--- src/rtl/cmd_frame_pkg.sv ---
// Shared constants, encodings and opcode decode helpers for the command frame parser.
package cmd_frame_pkg;

  // Frame opcode bytes
  localparam logic [7:0] OPC_WR      = 8'hAA;
  localparam logic [7:0] OPC_RD      = 8'hBB;
  localparam logic [7:0] OPC_ALU_OP  = 8'hCC;
  localparam logic [7:0] OPC_ALU_NOP = 8'hDD;

  typedef enum logic [1:0] {
    OP_RF_WR   = 2'b00,
    OP_RF_RD   = 2'b01,
    OP_ALU     = 2'b10,
    OP_ALU_NOP = 2'b11
  } cmd_op_t;

  typedef enum logic [1:0] {
    ERR_OVERRUN = 2'b00,
    ERR_OPCODE  = 2'b01,
    ERR_ADDR    = 2'b10,
    ERR_TIMEOUT = 2'b11
  } err_code_t;

  typedef enum logic [2:0] {
    ST_IDLE      = 3'd0,
    ST_GET_ADDR  = 3'd1,
    ST_GET_WDATA = 3'd2,
    ST_GET_OPA   = 3'd3,
    ST_GET_OPB   = 3'd4,
    ST_GET_FUN   = 3'd5,
    ST_HOLD      = 3'd6
  } state_t;

  // True when the byte is one of the four frame opcodes
  function automatic logic opc_known(input logic [7:0] b);
    logic known;
    case (b)
      OPC_WR, OPC_RD, OPC_ALU_OP, OPC_ALU_NOP: known = 1'b1;
      default:                                 known = 1'b0;
    endcase
    return known;
  endfunction

  // First collection state after a given opcode byte
  function automatic state_t opc_next_state(input logic [7:0] b);
    state_t nxt;
    case (b)
      OPC_WR, OPC_RD: nxt = ST_GET_ADDR;
      OPC_ALU_OP:     nxt = ST_GET_OPA;
      OPC_ALU_NOP:    nxt = ST_GET_FUN;
      default:        nxt = ST_IDLE;
    endcase
    return nxt;
  endfunction

  // Command type carried by a given opcode byte
  function automatic cmd_op_t opc_to_op(input logic [7:0] b);
    cmd_op_t op;
    case (b)
      OPC_WR:     op = OP_RF_WR;
      OPC_RD:     op = OP_RF_RD;
      OPC_ALU_OP: op = OP_ALU;
      default:    op = OP_ALU_NOP;
    endcase
    return op;
  endfunction

endpackage

--- src/rtl/cmd_frame_parser_timeout_cnt.sv ---
// Inter-byte silence counter; flags the cycle on which a partial frame must be abandoned.
module cmd_timeout_cnt #(
  parameter int TIMEOUT_CYC = 4096
) (
  input  logic clk,
  input  logic rst,
  input  logic clear,
  input  logic enable,
  output logic expired
);

  localparam int CNT_W = $clog2(TIMEOUT_CYC);
  localparam logic [CNT_W-1:0] LAST = CNT_W'(TIMEOUT_CYC - 1);

  logic [CNT_W-1:0] count;

  // Count silent cycles while a frame is being collected
  always_ff @(posedge clk) begin
    if (!rst) begin
      count <= '0;
    end else if (clear) begin
      count <= '0;
    end else if (enable) begin
      count <= count + CNT_W'(1);
    end else begin
      count <= count;
    end
  end

  // Expiry is the silent cycle that finds the counter already at its last value
  assign expired = enable && !clear && (count == LAST);

endmodule

--- src/rtl/cmd_frame_parser.sv ---
// Assembles UART command bytes into a parallel command word with valid/ready handshake
// and one-cycle error pulses for bad opcodes, bad addresses, timeouts and overruns.
module cmd_frame_parser
  import cmd_frame_pkg::*;
#(
  parameter int DATA_WIDTH  = 8,
  parameter int ADDR_WIDTH  = 4,
  parameter int TIMEOUT_CYC = 4096
) (
  input  logic                  CLK,
  input  logic                  RST,
  input  logic [DATA_WIDTH-1:0] Rx_P_Data,
  input  logic                  Rx_D_VLD,
  output logic                  Cmd_Valid,
  input  logic                  Cmd_Ready,
  output logic [1:0]            Cmd_Op,
  output logic [ADDR_WIDTH-1:0] Cmd_Addr,
  output logic [DATA_WIDTH-1:0] Cmd_Data,
  output logic [DATA_WIDTH-1:0] Cmd_OpA,
  output logic [DATA_WIDTH-1:0] Cmd_OpB,
  output logic [3:0]            Cmd_Fun,
  output logic                  Frame_Error,
  output logic [1:0]            Err_Code
);

  state_t  state;
  cmd_op_t pend_op;   // opcode of the frame in progress; published only when complete
  logic    in_get;
  logic    tmo_clear;
  logic    tmo_expired;
  logic    addr_bad;

  assign in_get    = (state != ST_IDLE) && (state != ST_HOLD);
  assign tmo_clear = Rx_D_VLD || !in_get;
  assign addr_bad  = (Rx_P_Data[DATA_WIDTH-1:ADDR_WIDTH] != '0);

  cmd_timeout_cnt #(
    .TIMEOUT_CYC(TIMEOUT_CYC)
  ) u_timeout (
    .clk    (CLK),
    .rst    (RST),
    .clear  (tmo_clear),
    .enable (in_get),
    .expired(tmo_expired)
  );

  // Frame FSM with registered command fields and error pulse
  always_ff @(posedge CLK) begin
    if (!RST) begin
      state       <= ST_IDLE;
      pend_op     <= OP_RF_WR;
      Cmd_Valid   <= 1'b0;
      Cmd_Op      <= 2'b00;
      Cmd_Addr    <= '0;
      Cmd_Data    <= '0;
      Cmd_OpA     <= '0;
      Cmd_OpB     <= '0;
      Cmd_Fun     <= 4'h0;
      Frame_Error <= 1'b0;
      Err_Code    <= 2'b00;
    end else begin
      Frame_Error <= 1'b0;
      case (state)
        ST_IDLE: begin
          if (Rx_D_VLD) begin
            if (opc_known(Rx_P_Data[7:0])) begin
              state   <= opc_next_state(Rx_P_Data[7:0]);
              pend_op <= opc_to_op(Rx_P_Data[7:0]);
            end else begin
              Frame_Error <= 1'b1;
              Err_Code    <= ERR_OPCODE;
            end
          end
        end
        ST_GET_ADDR: begin
          if (Rx_D_VLD) begin
            if (addr_bad) begin
              Frame_Error <= 1'b1;
              Err_Code    <= ERR_ADDR;
              state       <= ST_IDLE;
            end else begin
              Cmd_Addr <= Rx_P_Data[ADDR_WIDTH-1:0];
              if (pend_op == OP_RF_WR) begin
                state <= ST_GET_WDATA;
              end else begin
                state     <= ST_HOLD;
                Cmd_Valid <= 1'b1;
                Cmd_Op    <= pend_op;
              end
            end
          end else if (tmo_expired) begin
            Frame_Error <= 1'b1;
            Err_Code    <= ERR_TIMEOUT;
            state       <= ST_IDLE;
          end
        end
        ST_GET_WDATA, ST_GET_OPA, ST_GET_OPB, ST_GET_FUN: begin
          if (Rx_D_VLD) begin
            case (state)
              ST_GET_WDATA: begin
                Cmd_Data  <= Rx_P_Data;
                state     <= ST_HOLD;
                Cmd_Valid <= 1'b1;
                Cmd_Op    <= pend_op;
              end
              ST_GET_OPA: begin
                Cmd_OpA <= Rx_P_Data;
                state   <= ST_GET_OPB;
              end
              ST_GET_OPB: begin
                Cmd_OpB <= Rx_P_Data;
                state   <= ST_GET_FUN;
              end
              default: begin
                Cmd_Fun   <= Rx_P_Data[3:0];
                state     <= ST_HOLD;
                Cmd_Valid <= 1'b1;
                Cmd_Op    <= pend_op;
              end
            endcase
          end else if (tmo_expired) begin
            Frame_Error <= 1'b1;
            Err_Code    <= ERR_TIMEOUT;
            state       <= ST_IDLE;
          end
        end
        ST_HOLD: begin
          if (Cmd_Ready) begin
            // Handshake completes; a byte arriving now opens the next frame
            Cmd_Valid <= 1'b0;
            state     <= ST_IDLE;
            if (Rx_D_VLD) begin
              if (opc_known(Rx_P_Data[7:0])) begin
                state   <= opc_next_state(Rx_P_Data[7:0]);
                pend_op <= opc_to_op(Rx_P_Data[7:0]);
              end else begin
                Frame_Error <= 1'b1;
                Err_Code    <= ERR_OPCODE;
              end
            end
          end else if (Rx_D_VLD) begin
            Frame_Error <= 1'b1;
            Err_Code    <= ERR_OVERRUN;
          end
        end
        default: begin
          state     <= ST_IDLE;
          Cmd_Valid <= 1'b0;
        end
      endcase
    end
  end

endmodule
--- config.mk ---
export PLATFORM = sky130hd
export DESIGN_NAME = cmd_frame_parser
export DESIGN_NICKNAME = d
export VERILOG_FILES = /design/src/rtl/cmd_frame_pkg.sv /design/src/rtl/cmd_frame_parser_timeout_cnt.sv /design/src/rtl/cmd_frame_parser.sv
export SDC_FILE = /design/constraint.sdc
export NUM_CORES = 1
export LEC_CHECK = 0
export ABC_AREA = 1
export ABC_CLOCK_PERIOD_IN_PS = 5100
export CORE_MARGIN = 2
export CORE_UTILIZATION = 60
export DETAILED_ROUTE_END_ITERATION = 12
export DONT_BUFFER_PORTS = 1
export PLACE_DENSITY = 0.76
export SETUP_SLACK_MARGIN = 0.02
export SLEW_MARGIN = 10
export SYNTH_ARGS = -nofsm -noshare
export SYNTH_HDL_FRONTEND = slang
export SYNTH_HIERARCHICAL = 1
export SYNTH_SLANG_ARGS = --single-unit
--- constraint.sdc ---
create_clock -name CLK -period 5.1 [get_ports CLK]
set_clock_uncertainty 0.15 [all_clocks]
set_input_delay 1.02 -clock CLK [delete_from_list [all_inputs] [get_ports CLK]]
set_output_delay 1.02 -clock CLK [all_outputs]
set_load 0.1 [all_outputs]
==> results.toml <==
[timing]
setup_tns_ns = 0
rsz0062_at_grt = "false"
slew_headroom = 0.3347
min_period_ns = 2.648
setup_viol = 0
fin_ws_ns = 2.452
tightest_slew_ns = 0.9967
fin_crit_sh = 0.5192
maxSlewViolCount = 0
hold_viol = 0
max_freq_ghz = 0.3776

[floorplanning]
io_pins = 50
initial_utilization = 0.6352
num_rows = 23
die_area_mm2 = 0.004836
core_mm2 = 0.004058
fp.dieW_um = 69.54
die_h_um = 69.54

[power]
power_density_mw_per_mm2 = 279.0
power.total_w = 0.0007461
leakage_nw = 1.109
vdd_ir_drop_max_v = 0.0002353

[finish]
num_antenna_cells = 0
area_growth_pct = 3.738
layout-drive-gt1-share = 0.07527
final_nets = 384

[clocking]
postCtsResizedCells = 0
clock_latency_ns = 0.31
htreeDepth = 2
cts-hold-fix-buffers = 0
clock-sinks = 55
cts.clk_slew.worst_paths_ns = 0.10
clock_tree.root_cell = "clkbuf_8"
cts_buffer_depth = 2
post_cts_buffers = 0
cts_tree = "yes"
numCtsBuffers = 5

[worst_setup_path]
required_ns = 5.16
r2r-start = "state[0]"
path_cells = "nor2_1 -> nand2_1 -> nand2_1 -> inv_1 -> nand3_1 -> nor2_2 -> nand3_1 -> nor2_1 -> o21ai_0 -> nand3_1 -> nand3_1 -> a21oi_1 -> nor2_1"
worstSetupPathType = "reg -> reg"
worst_setup_path_start_kind = "flop"
crit_slowest_cell = "dfxtp_1"
cp_top_family = "simple AND/OR/NAND/NOR gates"
r2r_cells = 13
max_stage_delay_ns = 0.56
reg2reg_slack_ns = 2.45
rr_endpoint = "state[1]"
crit_arrival_ns = 2.71
worstPathMaxFanout = 11
worstSetupPathDepth = 13
cp-endpoint = "state[1]"
crit_buf_inv = 1
end_kind = "flop"
critical_path.startpoint = "state[0]"
cpMostUsedCell = "nand3_1"

[yosys]
async_reset_ff_frac = 0
synth_nets = 388
syn_inst = 375
ys_warn_count = 6
syn-cell-area_mm2 = 0.002577
synth_seq_area_share = 0.4272
ys.flop_type = "dfxtp_1"
yosysUniqueCellTypes = 31
synth_enable_flop_cells = 0
syn_area_per_cell_um2 = 6.873
ys_ff_latch = 55

[min_path]
hold_class = "reg -> reg"

[placed_design]
io_buffer_count = 0
routabilityCongestion = 0.9616
post-dp-hpwl_um = 4210
pre_cts_ws_ns = 2.472

[grt]
grt_max_degree = 41
grt_pass1_vias = 2164
antenna_found_initial = 0
grt_overflow_total = 0
grtUsageTotal = 0.2493
grt_pass1_wl_um = 9839

[routing]
post-route-drc-count = 0
routed_via_density = 5.429
first_iter_violations = 254
drtAntennaViolNets = 0
drt_pass1_iterations = 4
wl_um = 5729
vias = 2291
avgRoutedWirePerCell_um = 13.58

[run]
maxCapViolCount = 0

[outcome]
status = "finished, final reports clean"
-- layout make-up --
cell class | instances | area, µm²
clock buffers | 6 | 72.57
fillers | 384 | 1384
clock inverters | 2 | 38.79
inverters | 42 | 157.7
multi-input cells | 267 | 1241
well taps | 50 | 62.56
flip-flops and latches | 55 | 1101
-- logic make-up (layout without fill, tap and decap cells) --
kind of cell	after synthesis	count (layout)	synth area share
buffers and inverters	53	50	0.09126
AND/OR/NAND/NOR	187	187	0.3199
adder cells (fa/ha/maj)	1	1	0.004854
AO/OA/AOI/OAI	79	79	0.1568
flip-flops	55	55	0.4272
-- how the worst min path moves through the flow --
stage / start / endpoint / slack [ns] / depth (start not counted)
2_1_floorplan: u_timeout/count[3] / u_timeout/count[3] / 0.30 / 1
3_3_place_gp: u_timeout/count[3] / u_timeout/count[3] / 0.32 / 1
3_5_place_dp: pend_op[0] / pend_op[0] / 0.33 / 2
4_1_cts: pend_op[0] / pend_op[0] / 0.35 / 2
5_1_grt: pend_op[0] / pend_op[0] / 0.37 / 2
6_report: u_timeout/count[3] / u_timeout/count[3] / 0.35 / 1
-- power breakdown --
group | internal, W | leakage, nW | switching (W)
combinational | 0.00000516 | 0.610 | 0.0000102
clock | 0.000149 | 0.0558 | 0.000144
sequential | 0.000430 | 0.443 | 0.00000825
-- Yosys cell counts (all sizes together) (3+ instances only) --
cell type,count,area share
nand3,22,0.045
o21ai,43,0.083
clkbuf,4,0.010
or2,3,0.0073
a21oi,33,0.066
nor2,79,0.13
nor3,6,0.012
inv,41,0.060
buf,7,0.020
nand4,6,0.015
dfxtp,55,0.43
nand2,68,0.10
-- routing by layer --
metal	vias up	GRT usage	part of all wire
met5	-	0	0
met4	0	0.07190	0.010
met3	7	0.06977	0.072
met2	70	0.4135	0.46
met1	1013	0.3173	0.45
li1	1201	-	-
-- placed cells by master, fill, tap and decap left out --
cell,netlist,final
nor3_1,6,6
nand2_1,64,64
o21ai_1,4,4
a21oi_2,1,1
nor2_2,7,7
a21oi_1,32,32
a31oi_1,2,2
and2_1,1,1
nand2_2,4,4
nand4_1,6,6
clkinv_1,1,1
inv_1,38,38
nand3_1,21,21
nand3_2,1,1
or2_0,1,1
dfxtp_1,55,55
ha_1,1,1
or2_2,2,2
nor2_1,69,69
o211ai_1,1,1
clkbuf_1,2,1
inv_2,3,3
nand3b_1,2,2
o21ai_0,39,39
clkbuf_8,1,5
bufinv_16,0,1
nor2_4,3,3
inv_6,0,1
-- stage by stage --
step                      hold WS [ns]  instances  utilization  area (µm²)
after detailed placement        0.3260        414       0.6315        2562
after global placement          0.3202        414       0.6315        2562
after global routing            0.3709        422       0.6590        2674
after CTS                       0.3466        422       0.6590        2674
after floorplan                 0.3044        375            -        2577
final                           0.3462        422       0.6590        2674
-- flip-flops by register name, indices dropped and copies added (netlist names), 2 cells and up --
signal           count
Cmd_Data             8
Cmd_OpA              8
Cmd_Addr             4
Cmd_Fun              4
u_timeout/count     12
Err_Code             2
pend_op              2
Cmd_OpB              8
state                3
Cmd_Op               2
No activity file was read; power rests on OpenSTA's default activity.
